$ cat src/rtl/inst_loader_pkg.sv
// Shared constants and FSM encoding for the instruction loader.
// The CHECK state exists only when INST_LOADER_CHECKSUM_EN is defined.
package inst_loader_pkg;

  localparam int          NB_DATA_DEF   = 32;
  localparam int          NB_BYTE_DEF   = 8;
  localparam int          NB_ADDR_DEF   = 7;
  localparam logic [31:0] HALT_WORD_DEF = 32'hF800_0000;

  typedef enum logic [2:0] {
    ST_IDLE,
    ST_RECV,
    ST_WRITE,
    ST_DONE
`ifdef INST_LOADER_CHECKSUM_EN
    ,
    ST_CHECK
`endif
  } state_e;

endpackage

$ cat src/rtl/inst_loader_byte_assembler.sv
// Shifts received bytes MSB-first into a word and flags the strobe that
// completes it. The word register doubles as the memory write data.
module inst_loader_byte_assembler #(
  parameter int NB_DATA = 32,
  parameter int NB_BYTE = 8
) (
  input  logic               clock_i,
  input  logic               reset_i,
  input  logic               clear_i,
  input  logic               shift_i,
  input  logic [NB_BYTE-1:0] byte_i,
  output logic [NB_DATA-1:0] word_o,
  output logic               word_valid_o
);

  localparam int NB_PER_WORD = NB_DATA / NB_BYTE;
  localparam int NB_CNT      = $clog2(NB_PER_WORD);

  logic [NB_DATA-1:0] word_q;
  logic [NB_CNT-1:0]  count_q;

  // NOTE: async reset in the sensitivity list, and <= for every register so
  // all flops update together from pre-edge values.
  always_ff @(posedge clock_i or posedge reset_i) begin
    if (reset_i) begin
      word_q  <= '0;
      count_q <= '0;
    end else if (clear_i) begin
      count_q <= '0;
    end else if (shift_i) begin
      word_q  <= {word_q[NB_DATA-NB_BYTE-1:0], byte_i};
      count_q <= count_q + NB_CNT'(1);
    end
  end

  assign word_o       = word_q;
  assign word_valid_o = shift_i && (count_q == NB_CNT'(NB_PER_WORD - 1));

endmodule

$ cat src/rtl/inst_loader.sv
// Assembles UART bytes into instruction words and writes them to consecutive
// addresses until HALT or memory full. Optional checksum: INST_LOADER_CHECKSUM_EN.
module inst_loader
  import inst_loader_pkg::*;
#(
  parameter int                 NB_DATA   = NB_DATA_DEF,
  parameter int                 NB_BYTE   = NB_BYTE_DEF,
  parameter int                 NB_ADDR   = NB_ADDR_DEF,
  parameter logic [NB_DATA-1:0] HALT_WORD = HALT_WORD_DEF
) (
  input  logic               clock_i,
  input  logic               reset_i,
  input  logic               start_i,
  input  logic [NB_BYTE-1:0] rx_data_i,
  input  logic               rx_done_i,
  output logic               en_write_o,
  output logic [NB_ADDR-1:0] addr_write_o,
  output logic [NB_DATA-1:0] data_o,
  output logic               busy_o,
  output logic               done_o,
  output logic               overflow_o,
  output logic               chk_err_o
);

  state_e             state_q, state_d;
  logic [NB_ADDR-1:0] addr_q, addr_d;
  logic               overflow_q, overflow_d;
  logic               accept, clear;
  logic [NB_DATA-1:0] word;
  logic               word_valid;
`ifdef INST_LOADER_CHECKSUM_EN
  logic [NB_BYTE-1:0] xor_q, xor_d;
  logic               chk_err_q, chk_err_d;
`endif

  inst_loader_byte_assembler #(
    .NB_DATA (NB_DATA),
    .NB_BYTE (NB_BYTE)
  ) u_byte_assembler (
    .clock_i      (clock_i),
    .reset_i      (reset_i),
    .clear_i      (clear),
    .shift_i      (accept),
    .byte_i       (rx_data_i),
    .word_o       (word),
    .word_valid_o (word_valid)
  );

  // NOTE: every signal assigned here gets a default first, so no path can
  // leave one unassigned and infer a latch.
  always_comb begin
    state_d    = state_q;
    addr_d     = addr_q;
    overflow_d = overflow_q;
    accept     = 1'b0;
    clear      = 1'b0;
`ifdef INST_LOADER_CHECKSUM_EN
    xor_d      = xor_q;
    chk_err_d  = chk_err_q;
`endif
    if (start_i) begin
      state_d    = ST_RECV;
      addr_d     = '0;
      overflow_d = 1'b0;
      clear      = 1'b1;
`ifdef INST_LOADER_CHECKSUM_EN
      xor_d      = '0;
      chk_err_d  = 1'b0;
`endif
    end else begin
      case (state_q)
        ST_RECV: begin
          if (rx_done_i) begin
            accept = 1'b1;
`ifdef INST_LOADER_CHECKSUM_EN
            xor_d  = xor_q ^ rx_data_i;
`endif
            if (word_valid) state_d = ST_WRITE;
          end
        end
        ST_WRITE: begin
          if (word == HALT_WORD) begin
`ifdef INST_LOADER_CHECKSUM_EN
            // A strobe in the HALT write cycle is already the checksum byte.
            if (rx_done_i) begin
              chk_err_d = (rx_data_i != xor_q);
              state_d   = ST_DONE;
            end else begin
              state_d   = ST_CHECK;
            end
`else
            state_d = ST_DONE;
`endif
          end else if (addr_q == '1) begin
            state_d    = ST_DONE;
            overflow_d = 1'b1;
          end else begin
            addr_d  = addr_q + NB_ADDR'(1);
            state_d = ST_RECV;
            if (rx_done_i) begin
              accept = 1'b1;
`ifdef INST_LOADER_CHECKSUM_EN
              xor_d  = xor_q ^ rx_data_i;
`endif
            end
          end
        end
`ifdef INST_LOADER_CHECKSUM_EN
        ST_CHECK: begin
          if (rx_done_i) begin
            chk_err_d = (rx_data_i != xor_q);
            state_d   = ST_DONE;
          end
        end
`endif
        ST_IDLE, ST_DONE: ;
        default: state_d = ST_IDLE;
      endcase
    end
  end

  always_ff @(posedge clock_i or posedge reset_i) begin
    if (reset_i) begin
      state_q    <= ST_IDLE;
      addr_q     <= '0;
      overflow_q <= 1'b0;
`ifdef INST_LOADER_CHECKSUM_EN
      xor_q      <= '0;
      chk_err_q  <= 1'b0;
`endif
    end else begin
      state_q    <= state_d;
      addr_q     <= addr_d;
      overflow_q <= overflow_d;
`ifdef INST_LOADER_CHECKSUM_EN
      xor_q      <= xor_d;
      chk_err_q  <= chk_err_d;
`endif
    end
  end

  assign en_write_o   = (state_q == ST_WRITE);
  assign addr_write_o = addr_q;
  assign data_o       = word;
  assign done_o       = (state_q == ST_DONE);
  assign overflow_o   = overflow_q;
`ifdef INST_LOADER_CHECKSUM_EN
  assign busy_o       = (state_q == ST_RECV) || (state_q == ST_WRITE) || (state_q == ST_CHECK);
  assign chk_err_o    = chk_err_q;
`else
  assign busy_o       = (state_q == ST_RECV) || (state_q == ST_WRITE);
  assign chk_err_o    = 1'b0;
`endif

endmodule

$ cat config.mk
export PLATFORM = sky130hd
export DESIGN_NAME = inst_loader
export DESIGN_NICKNAME = d
export VERILOG_FILES = /design/src/rtl/inst_loader_pkg.sv /design/src/rtl/inst_loader_byte_assembler.sv /design/src/rtl/inst_loader.sv
export SDC_FILE = /design/constraint.sdc
export NUM_CORES = 1
export LEC_CHECK = 0
export BUFFER_PORTS_ARGS = -buffer_cell sky130_fd_sc_hd__buf_2
export CAP_MARGIN = 5
export CORE_MARGIN = 5
export CORE_UTILIZATION = 35
export DETAILED_ROUTE_END_ITERATION = 7
export PLACE_DENSITY = 0.57
export SYNTH_ARGS = -nofsm -noshare
export SYNTH_HDL_FRONTEND = slang
export SYNTH_SLANG_ARGS = --single-unit
export TNS_END_PERCENT = 20
$ cat constraint.sdc
create_clock -name clock_i -period 2.85 [get_ports clock_i]
set_input_delay 0.4275 -clock clock_i [delete_from_list [all_inputs] [get_ports clock_i]]
set_output_delay 0.4275 -clock clock_i [all_outputs]
set_load 0.02 [all_outputs]
==> After elaboration in Yosys (flattened, before gate mapping) <==
Cells that the tools add are included.
{ "op_classes": {"addsub": 2, "eq_ne": 11, "muxes": 22, "n_bitwise": 1, "n_reduce_logical": 11} }
{ "ops": {"columns": ["cell", "n"], "rows": [
  ["$eq A32 B32 Y1 const B", 1],
  ["$mux W7", 4],
  ["$mux W1", 9],
  ["$mux W3", 3],
  ["$pmux W3 S3", 1],
  ["$reduce_and A3 Y1", 3],
  ["$mux W2", 4],
  ["$add A7 B1 Y7 const B", 1],
  ["$eq A7 B7 Y1 const B", 1],
  ["$eq A3 B2 Y1 const B", 2],
  ["$ne A2 B2 Y1 const B", 3],
  ["$reduce_bool A2 Y1", 3],
  ["$eq A3 B1 Y1 const B", 1],
  ["$logic_not A3 Y1", 1],
  ["$ne A3 B2 Y1 const B", 1],
  ["$ne A3 B3 Y1 const B", 1],
  ["$add A2 B1 Y2 const B", 1],
  ["$eq A2 B2 Y1 const B", 1],
  ["$pmux W1 S2", 1],
  ["$reduce_and A2 Y1", 1],
  ["$reduce_or A2 Y1", 1],
  ["$logic_and A1 B1 Y1", 1],
  ["$logic_or A1 B1 Y1", 1],
  ["$not A1 Y1", 1]
]} }
{ "totals": {"register_bits": 45, "out_inout_bits": 44, "elab_cells": 52} }

==> Depth between registers and ports, before layout <==
{ "depth": {"word_depth": 10, "depth_mapped": 8, "depth_no_buf": 7} }

==> Modules after synthesis <==
Synthesis repeated with hierarchy kept, for this count alone.
{ "unflattened": {"cells_unflattened": 150, "area_unflattened_um2": 2130.8} }
{ "by_module_without_submodules": {"columns": ["mod", "instances", "cells_each", "area_each_um2"], "rows": [
  ["inst_loader_byte_assembler", 1, 78, 1450.1],
  ["inst_loader", 1, 72, 680.7]
]} }

==> Worst setup path before layout <==
OpenSTA, ideal clock, no wires.
{ "synth_path": {"kind": "reg-to-reg", "start": "reg state_q[0]", "end": "reg u_byte_assembler.word_q[1] (netlist: u_byte_assembler.word_o[1])", "setup_time_ns": 0.125, "arrival_time_ns": 1.960, "setup_slack_ns": 0.765, "stages_incl_launch_ff": 9, "path_buffers": 1, "period_less_slack_ns": 2.085, "path_cell_list": "dfrtp_1 -> inv_1 -> ha_1 -> inv_1 -> and3_1 -> and2_1 -> a31oi_4 -> buf_6 -> mux2_2"} }
{ "synth_between": {"elab_chain_cells": 4, "elab_cells_between_ends": 5} }
{ "synth_lines": {"columns": ["item", "line", "text"], "rows": [
  ["start: declaration", "inst_loader.sv:25", "state_e state_q, state_d;"],
  ["start signal: assignment", "inst_loader.sv:132", "state_q <= state_d;"],
  ["$eq A3 B2 Y1 / $eq A3 B1 Y1 (equally long branches)", "inst_loader.sv:71", "case (state_q)"],
  ["$pmux W1 S2 *", "inst_loader.sv:71", null],
  ["$mux W1 *", "inst_loader.sv:61", "if (start_i) begin"],
  ["$reduce_and A2 Y1 (no source line) *", null, null],
  ["end signal: assignment", "inst_loader_byte_assembler.sv:31", "word_q <= {word_q[NB_DATA-NB_BYTE-1:0], byte_i};"],
  ["end: declaration", "inst_loader_byte_assembler.sv:19", "logic [NB_DATA-1:0] word_q;"]
]} }
Mark *: on every way between the ends. The rest lies on a longest branch, timed or not.
A chain may end at the register's enable or synchronous reset.

==> Final worst setup path <==
{ "layout_path": {"start": "reg u_byte_assembler.word_q[13] (netlist: u_byte_assembler.word_o[13])", "end": "reg u_byte_assembler.word_q[28] (netlist: u_byte_assembler.word_o[28])"} }
{ "layout_between": {"elab_chain_cells": 5} }
{ "layout_lines": {"columns": ["item", "line", "text"], "rows": [
  ["$eq A32 B32 Y1", "inst_loader.sv:82", "if (word == HALT_WORD) begin"],
  ["$mux W1", "inst_loader.sv:82", null],
  ["$pmux W1 S2", "inst_loader.sv:71", null],
  ["$mux W1", "inst_loader.sv:61", null],
  ["$reduce_and A2 Y1 (no source line)", null, null]
]} }
Every way passes these cells.

==> results.txt <==
Layout Nets: 231
Io pins: 56
CTS Buf Count: 5
Worst Skew: 0.007269 ns
Outcome: completed
Pwr Density: 1051 nW/µm²
Syn_area_per_cell: 12.72 µm²
Commonest non-fill, non-tap cell in the layout: buf_2
Power Internal: 0.001528 W
VDD IR-drop max: 530.3 µV
Combinational share of power: 40.7%
Starting DRT DRC Count: 47
Clk buf depth: 2
Routing usage on met3: 3.074%
Switching power: 0.001026 W
Fmax: 0.4517 GHz
Routed WL: 4203 µm
Yosys reg bits: 44
FILL cells: 553
Min-Delay Path Class: primary input to async pin
Most frequent cells in the layout: 54 x buf_2, 44 x dfrtp_1, 31 x mux2_2, 7 x a21oi_1
Worst path required time: 3.02 ns
Sw frac: 40.16%
Routed wire per std cell: 14.64 µm
Clock latency on the worst-skew pair: 0.29 ns
Die ar.: 7316 µm²
Pleak: 1.160 nW
Minimum clock period: 2.214 ns
Largest cells by area after synthesis: dfrtp_1 55%, mux2_2 17%, ha_1 3.1%, nor4_1 1.9%, a21oi_1 1.8%
Via count: 1432
Initial Util: 36.04%
Final number of setup-violating endpoints: 0
Clock root buffer: clkbuf_8
ANT cells: 0
P&R area growth vs syn: 21.68%
CTS tree: yes
DRT Pass-1 Iters: 4
GR Util met2: 19.63%
Hold-fix buffers, CTS: 0
CTS sink count: 44
Arrival @ worst endpoint: 2.38 ns
Sequential share of the synthesized area: 55.14%
Post-layout util: 43.86%
Top cell type's share of synthesized area: 55.14%
Core area: 5540 µm²
Crit Path Class: flop to flop
Library cells used by synthesis: 35
Worst-Margin Slew: 0.9243 ns
Total gr overflow: 0
Number of port buffers: 54
Post-synth top area cell: dfrtp_1
Max-Slew Margin vs Limit: 38.29%
Post-cts sizing count: 0
Clk pin slew, worst setup/hold paths: 0.08 ns
Most Crowded Layer GR: met2
RSZ-0062 raised after global routing: false
Share of cells above drive strength 1: 46.05%
Final hold vios: 0
Post-Syn Instances: 157
Max Cap Viol: 0
Sequential share of power: 43.8%
Fin. max-slew vios: 0
DRC viols: 0
Die Height: 85.54 µm
Mapped Nets: 174
Clock network fraction of total power: 15.5%
CP endpoint kind: flop
Final Cycle Share: 77.67%
Depth of the CTS H-tree: 2
ANT nets after route: 0
Initial antenna violation count: 0
Die extent in x: 85.54 µm
Gr usage total: 12.37%
Final TNS setup: 0 ns
Num rows: 27
Cell area after synthesis: 1997 µm²
Maximum fanout along the worst path: 32
First-pass GRT wire length: 7348 µm
Final WS setup: 0.6364 ns
Pre-CTS setup slack: 0.6276 ns
Vias per cell: 4.990
Startpoint Class: flop
Largest net degree at the start of global routing: 45
Detailed Place HPWL: 3049 µm
Syn. warnings: 0
M1 GR Usage: 16.66%
Number of global-route vias before repair: 1523
Placer congestion estimate: 0.7525
Post-CTS repair timing setup buffer count: 0
## kinds of logic after synthesis
kind of cell,Yosys count,synth area share [%]
flip-flops,44,55.14
other,1,0.1878
AND/OR/NAND/NOR,39,11.28
adder cells (fa/ha/maj),5,3.133
multiplexers,35,19.67
buffers and inverters,13,3.760
AO/OA/AOI/OAI,20,6.830
## layer usage
layer	up-vias	wire (µm)
met3	5	293
li1	679	-
met5	-	0
met2	43	1892
met1	705	1973
met4	0	44
## metrics by stage
stage / area (µm²) / power (W) / hold slack (ns) / instances
final: 2430 / 0.002554 / 0.3474 / 287
after global routing: 2430 / 0.002737 / 0.3536 / 287
after CTS: 2430 / 0.002599 / 0.3465 / 287
after detailed placement: 2336 / 0.002183 / 0.4913 / 279
after global placement: 2336 / 0.002170 / 0.4912 / 279
after floorplan: 1997 / 0.001798 / 0.5213 / 157
## power groups by stage
stage	Clock, W	Combinational [W]	Sequential, W
after floorplan	0	0.000443	0.00135
after global placement	0	0.00104	0.00113
after detailed placement	0	0.00105	0.00113
after CTS	0.000420	0.00106	0.00112
after global routing	0.000434	0.00113	0.00117
final	0.000396	0.00104	0.00112
## critical path, cell delays in order, from the launching register on
cell     delay [ns]
dfrtp_1        0.41
nor4_1         0.36
nand4_1        0.22
o21a_2         0.30
a31oi_4        0.21
buf_12         0.23
mux2_2         0.35
## sequential cells by signal, indices dropped and copies added, names as in the netlist
register,flops
addr_write_o,7
u_byte_assembler.count_q,2
u_byte_assembler.word_o,32
overflow_o,1
state_q,2
## Yosys cell counts, drive strengths merged
library cell	count
a211oi	1
a21o	1
a21oi	7
a31oi	2
a41oi	2
and2	1
and3	4
and4b	1
buf	4
clkbuf	2
conb	1
dfrtp	44
ha	5
inv	7
mux2	34
mux2i	1
nand2	4
nand2b	2
nand3	4
nand4	3
nor2	5
nor2b	2
nor3	1
nor4	6
nor4bb	1
o211ai	1
o21a	1
o21ai	5
or2	1
or3	3
or3b	1
## final cells by class
type | instances | area [µm²] | area share, %
Sequential cell | 44 | 1101 | 45.31
Tap cell | 72 | 90.09 | 3.708
Multi-Input combinational cell | 100 | 820.8 | 33.78
Clock buffer | 7 | 86.33 | 3.553
Inverter | 7 | 26.28 | 1.081
Clock inverter | 1 | 7.507 | 0.3090
Timing Repair Buffer | 56 | 297.8 | 12.26
## path summary, 6_finish.rpt
check	slack, ns	endpoint	from	cells after the start
setup / recovery	0.64	u_byte_assembler.word_o[28]$_DFFE_PP0P_	u_byte_assembler.word_o[13]$_DFFE_PP0P_	6
hold / removal	0.35	u_byte_assembler.word_o[20]$_DFFE_PP0P_	reset_i	2
setup reg to reg	0.64	u_byte_assembler.word_o[28]$_DFFE_PP0P_	u_byte_assembler.word_o[13]$_DFFE_PP0P_	6
hold reg to reg	0.51	overflow_o$_DFFE_PP0P_	overflow_o$_DFFE_PP0P_	2
max in group asynchronous	1.93	addr_write_o[6]$_DFFE_PP0P_	reset_i	2
min in group clock_i	0.35	u_byte_assembler.word_o[0]$_DFFE_PP0P_	rx_data_i[0]	2
Note: power is estimated with default switching activity, not from simulation.
